`config.mk`:
```
export PLATFORM = sky130hd
export DESIGN_NAME = alu_issue_stage
export DESIGN_NICKNAME = d
export VERILOG_FILES = /design/src/rtl/alu_issue_stage_pkg.sv /design/src/rtl/alu_fwd_mux.sv /design/src/rtl/alu_issue_stage.sv
export SDC_FILE = /design/constraint.sdc
export NUM_CORES = 1
export LEC_CHECK = 0
export BUFFER_PORTS_ARGS = -buffer_cell sky130_fd_sc_hd__buf_2
export CAP_MARGIN = 20
export CORE_MARGIN = 1.5
export CORE_UTILIZATION = 50
export DETAILED_ROUTE_END_ITERATION = 10
export GPL_ROUTABILITY_DRIVEN = 0
export PLACE_DENSITY = 0.84
export SYNTH_ARGS = -nofsm -noshare
export SYNTH_HDL_FRONTEND = slang
export SYNTH_SLANG_ARGS = --single-unit
```
`constraint.sdc`:
```
create_clock -name clk -period 3.55 [get_ports clk]
set_input_delay 0.1775 -clock clk [delete_from_list [all_inputs] [get_ports clk]]
set_output_delay 0.1775 -clock clk [all_outputs]
set_load 0.01 [all_outputs]
```
`src/rtl/alu_issue_stage_pkg.sv`:
```
// Shared constants for the ALU issue stage: ALU opcodes, ALUOp encodings
// and R-type funct codes.
package alu_issue_stage_pkg;

    localparam logic [3:0] ALU_AND = 4'b0000;
    localparam logic [3:0] ALU_OR  = 4'b0001;
    localparam logic [3:0] ALU_ADD = 4'b0010;
    localparam logic [3:0] ALU_SUB = 4'b0110;
    localparam logic [3:0] ALU_SLT = 4'b0111;
    localparam logic [3:0] ALU_NOR = 4'b1100;

    localparam logic [1:0] AOP_ADD   = 2'b00;
    localparam logic [1:0] AOP_SUB   = 2'b01;
    localparam logic [1:0] AOP_RTYPE = 2'b10;
    localparam logic [1:0] AOP_ILL   = 2'b11;

    localparam logic [5:0] FN_ADD = 6'h20;
    localparam logic [5:0] FN_SUB = 6'h22;
    localparam logic [5:0] FN_AND = 6'h24;
    localparam logic [5:0] FN_OR  = 6'h25;
    localparam logic [5:0] FN_SLT = 6'h2A;
    localparam logic [5:0] FN_NOR = 6'h27;

endpackage

```
`src/rtl/alu_fwd_mux.sv`:
```
// Operand forwarding select: r0 reads zero, EX/MEM beats MEM/WB,
// otherwise register-file data.
module alu_fwd_mux
    import alu_issue_stage_pkg::*;
#(
    parameter int W  = 16,
    parameter int RA = 3
) (
    input  logic [RA-1:0] i_src,
    input  logic [W-1:0]  i_rf_data,
    input  logic          i_mem_we,
    input  logic [RA-1:0] i_mem_rd,
    input  logic [W-1:0]  i_mem_data,
    input  logic          i_wb_we,
    input  logic [RA-1:0] i_wb_rd,
    input  logic [W-1:0]  i_wb_data,
    output logic [W-1:0]  o_fwd
);

    always_comb begin
        o_fwd = i_rf_data;
        if (i_src == '0)
            o_fwd = '0;
        else if (i_mem_we && (i_mem_rd == i_src))
            o_fwd = i_mem_data;
        else if (i_wb_we && (i_wb_rd == i_src))
            o_fwd = i_wb_data;
    end

endmodule

```
`src/rtl/alu_issue_stage.sv`:
```
// ID/EX register feeding the ALU: opcode translation, operand forwarding,
// valid/ready flow control, flush and a saturating stall counter.
module alu_issue_stage
    import alu_issue_stage_pkg::*;
#(
    parameter int W     = 16,
    parameter int RA    = 3,
    parameter int CNT_W = 16
) (
    input  logic             clk,
    input  logic             rst_n,
    input  logic             id_valid,
    output logic             id_ready,
    input  logic [1:0]       id_aluop,
    input  logic [5:0]       id_funct,
    input  logic             id_alusrc,
    input  logic [RA-1:0]    id_rs,
    input  logic [RA-1:0]    id_rt,
    input  logic [RA-1:0]    id_rd,
    input  logic [W-1:0]     id_rs_data,
    input  logic [W-1:0]     id_rt_data,
    input  logic [W-1:0]     id_imm,
    input  logic             mem_we,
    input  logic [RA-1:0]    mem_rd,
    input  logic [W-1:0]     mem_data,
    input  logic             wb_we,
    input  logic [RA-1:0]    wb_rd,
    input  logic [W-1:0]     wb_data,
    input  logic             flush,
    input  logic             ex_ready,
    output logic             ex_valid,
    output logic [W-1:0]     alu_x,
    output logic [W-1:0]     alu_y,
    output logic             alu_cin,
    output logic [3:0]       alu_opcode,
    output logic [RA-1:0]    ex_rd,
    output logic             ex_illegal,
    output logic [CNT_W-1:0] stall_cnt
);

    logic             r_valid;
    logic [W-1:0]     r_x;
    logic [W-1:0]     r_y;
    logic             r_cin;
    logic [3:0]       r_op;
    logic [RA-1:0]    r_rd;
    logic             r_ill;
    logic [CNT_W-1:0] r_stall;

    logic [W-1:0]     w_x;
    logic [W-1:0]     w_rt_fwd;
    logic [W-1:0]     w_y;
    logic [3:0]       w_opcode;
    logic             w_illegal;
    logic             w_load;

    alu_fwd_mux #(.W(W), .RA(RA)) u_fwd_x (
        .i_src      (id_rs),
        .i_rf_data  (id_rs_data),
        .i_mem_we   (mem_we),
        .i_mem_rd   (mem_rd),
        .i_mem_data (mem_data),
        .i_wb_we    (wb_we),
        .i_wb_rd    (wb_rd),
        .i_wb_data  (wb_data),
        .o_fwd      (w_x)
    );

    alu_fwd_mux #(.W(W), .RA(RA)) u_fwd_y (
        .i_src      (id_rt),
        .i_rf_data  (id_rt_data),
        .i_mem_we   (mem_we),
        .i_mem_rd   (mem_rd),
        .i_mem_data (mem_data),
        .i_wb_we    (wb_we),
        .i_wb_rd    (wb_rd),
        .i_wb_data  (wb_data),
        .o_fwd      (w_rt_fwd)
    );

    assign w_y = id_alusrc ? id_imm : w_rt_fwd;

    // Unknown ops still issue as AND with the illegal flag so EX can trap.
    always_comb begin
        w_opcode  = ALU_AND;
        w_illegal = 1'b0;
        unique case (id_aluop)
            AOP_ADD: w_opcode = ALU_ADD;
            AOP_SUB: w_opcode = ALU_SUB;
            AOP_RTYPE: begin
                case (id_funct)
                    FN_ADD:  w_opcode = ALU_ADD;
                    FN_SUB:  w_opcode = ALU_SUB;
                    FN_AND:  w_opcode = ALU_AND;
                    FN_OR:   w_opcode = ALU_OR;
                    FN_SLT:  w_opcode = ALU_SLT;
                    FN_NOR:  w_opcode = ALU_NOR;
                    default: w_illegal = 1'b1;
                endcase
            end
            AOP_ILL: w_illegal = 1'b1;
        endcase
    end

    assign id_ready = ~r_valid | ex_ready;
    assign w_load   = id_valid & id_ready & ~flush;

    always_ff @(posedge clk or negedge rst_n) begin
        if (!rst_n) begin
            r_valid <= 1'b0;
            r_x     <= '0;
            r_y     <= '0;
            r_cin   <= 1'b0;
            r_op    <= ALU_AND;
            r_rd    <= '0;
            r_ill   <= 1'b0;
            r_stall <= '0;
        end else begin
            if (r_valid && !ex_ready && (r_stall != {CNT_W{1'b1}}))
                r_stall <= r_stall + CNT_W'(1);
            if (flush) begin
                r_valid <= 1'b0;
                r_ill   <= 1'b0;
            end else if (w_load) begin
                r_valid <= 1'b1;
                r_x     <= w_x;
                r_y     <= w_y;
                r_cin   <= 1'b0;
                r_op    <= w_opcode;
                r_rd    <= id_rd;
                r_ill   <= w_illegal;
            end else if (ex_ready) begin
                r_valid <= 1'b0;
            end
        end
    end

    assign ex_valid   = r_valid;
    assign alu_x      = r_x;
    assign alu_y      = r_y;
    assign alu_cin    = r_cin;
    assign alu_opcode = r_op;
    assign ex_rd      = r_rd;
    assign ex_illegal = r_ill;
    assign stall_cnt  = r_stall;

endmodule

```
==> flow_summary.ini <==
[synthesis]
syn_area_sq_um = 3350
yosysUniqueCellTypes = 45
synth_edf_count = 0
synth_mux_area_frac = 0.0991
yosysSeqAreaShare = 0.426
synth-warning-count = 0
ys_top_cells_by_count = 57 x dfrtp_1, 50 x nand2_1, 32 x mux2i_1
yosysTopAreaCellShare = 0.426
synthTopCellsByArea = dfrtp_1 43%, mux2i_1 9.6%, o221ai_1 6.0%, nand2_1 5.6%, o221ai_2 4.5%
synth_compound_area_frac = 0.164
synth_nets = 455
avgSynthCellArea_sq_um = 9.76
synth_top_family_by_area = simple AND/OR/NAND/NOR gates
synth_top_cell_by_area = dfrtp_1
synth_flop_cell = dfrtp_1
synthCells = 343
synth-xor-area-share = 0.0707
synth_fa_ha_area_frac = 0.00374
synth_simple_gate_area_frac = 0.178
ys_seq_elements = 57
synth_most_common_cell = dfrtp_1
async_flop_share = 1.00

[critical_path]
path_cells = nor2b_4 -> or3_4 -> or3_1 -> o221ai_1
critPathTopFamily = simple AND/OR/NAND/NOR gates
critPathBufInv = 0
cp-start-kind = register
setup.worst_path.class = register to register
cp.arrival_ns = 2.54
worstPathRequired_ns = 3.72
crit_path_top_delay_cell = or3_1
crit_fanout = 40
cp_slowest_stage_delay_ns = 0.61
reg2reg_slack_ns = 1.18
end_kind = register

[timing]
post-route-period-util = 0.668
fmax_mhz = 422
finClkSkew_ns = 0.00360
setup_viol = 0
fin_crit_ns = 2.37
hold_viol = 0
slew_violations = 0
worstMarginPinSlew_ns = 0.884
maxSlewHeadroom = 0.409
rsz0062_at_grt = no
setup_tns_ns = 0

[finish]
diodes = 0
post-route-util = 0.684
drive_gt1_frac = 0.402
nNetsFinal = 616
area_delta_synth_final_pct = 31.2

[clock_tree]
clk_latency_ns = 0.33
cts_root_buf = clkbuf_8
cts-buffers-inserted = 9
path_clk_slew_ns = 0.07
htreeDepth = 3
tritoncts = done
clock_sinks = 57
max-clock-path-buffers = 2
cts_resized = 0

[route]
wl_um = 10000
wire_per_inst_um = 17.1
drt_pre_antenna_iters = 8
vias = 3351
ant_nets = 0
drtIter0Drc = 161
viasPerCell = 5.73
drc_errors = 7

[global_routing]
grt_overflow_total = 0
antenna_found_initial = 0
grt_max_degree = 41
grt_pass1_wl_um = 15800
grt_pass1_vias = 3293
grt.total_usage = 0.281

[floorplanning]
die-area_sq_um = 7190
die_y_um = 84.8
ios = 170
rows = 29
start_util = 0.521
core-area_sq_um = 6420
die_w_um = 84.8

[hold_path]
hold_class = input pin to register

[placement]
port_buffers = 168
dp_hpwl_um = 7510

[pwr]
leakage_nw = 2.41
powerDensity_nw_per_um2 = 432
ir_drop_mv = 0.225

[job]
drv_cap = 0

[outcome]
failed_checks = DRC
status = complete, but fails checks
## routing by layer
layer,global-route usage,part of all wire,vias up
met5,0,0,-
met4,0.109,0.017,0
met3,0.0545,0.080,14
met2,0.478,0.50,170
met1,0.355,0.41,1574
li1,-,-,1593
## per-stage QoR
step                hold WS [ns]  area (sq um)  std cells  total power, W  worst slack (ns)
floorplan                 -0.118          3350        343         0.00109              1.57
global placement           0.239          4200        569         0.00133              1.34
detailed placement         0.260          4200        569         0.00134              1.20
CTS                       0.0224          4390        585         0.00190              1.18
global route              0.0389          4390        585         0.00199              1.00
finish                    0.0312          4390        585         0.00190              1.18
## final cells by class
class,count,area (sq um)
clock buffer,12,165
clock inverter,3,15.0
fill,522,2030
inverter,19,71.3
multi-input combinational,243,1730
sequential,57,1430
tap,77,96.3
timing repair buffer,174,888
## placed cells by master, fill, tap and decap left out, drive strengths merged, types with 2 or more instances in the layout
master / instances
mux2i: 32
nor2: 6
nand4: 8
o221ai: 33
buf: 173
o21ai: 2
or3: 2
a31oi: 2
nand3b: 3
nor3: 5
a2111oi: 2
xor2: 13
and4: 3
clkbuf: 12
dfrtp: 57
nor4b: 2
a21oi: 22
xnor2: 14
inv: 18
a211oi: 3
nand2: 50
clkinv: 4
nor4: 18
nand3: 8
nor2b: 2
## final timing paths
path | startpoint | endpoint | depth (start not counted)
worst min register to register | ex_rd[2] | ex_rd[2] | 2
worst min-delay path | id_rd[2] | ex_rd[2] | 3
max in group asynchronous | rst_n | ex_illegal | 3
worst max-delay path | ex_valid | alu_x[15] | 4
worst max register to register | ex_valid | alu_x[15] | 4
min in group asynchronous | rst_n | stall_cnt[8] | 2
## state kept, by name, indices dropped and copies added, names as in the netlist
name	count
alu_opcode	4
alu_y	16
ex_rd	3
alu_x	16
stall_cnt	16
ex_valid	1
ex_illegal	1
## logic make-up (layout without fill, tap and decap cells)
kind of cell    Yosys count  count (layout)
flops                    57              57
simple gates            114             114
xor+xnor                 27              27
compound gates           67              67
fa+ha+maj                 1               1
other cells               1               1
mux                      33              33
buf+inv                  43             208
## what timing repair did
action                    CTS  global route
setup buffers               0             0
hold endpoints to repair   29             0
hold buffers                1             0
## power by group
group          switching (W)  internal, W  leakage, nW
Combinational       0.000270     0.000228         1.59
Clock               0.000254     0.000303       0.0980
Sequential         0.0000872     0.000754        0.730
Total               0.000611      0.00128         2.41
## tightest hold or removal path, delay by kind of cell
family	cells	cell delay (ns)
and+or+nand+nor	2	0.08
buffers and inverters	1	0.07
Power figures use the tool's default switching activity.
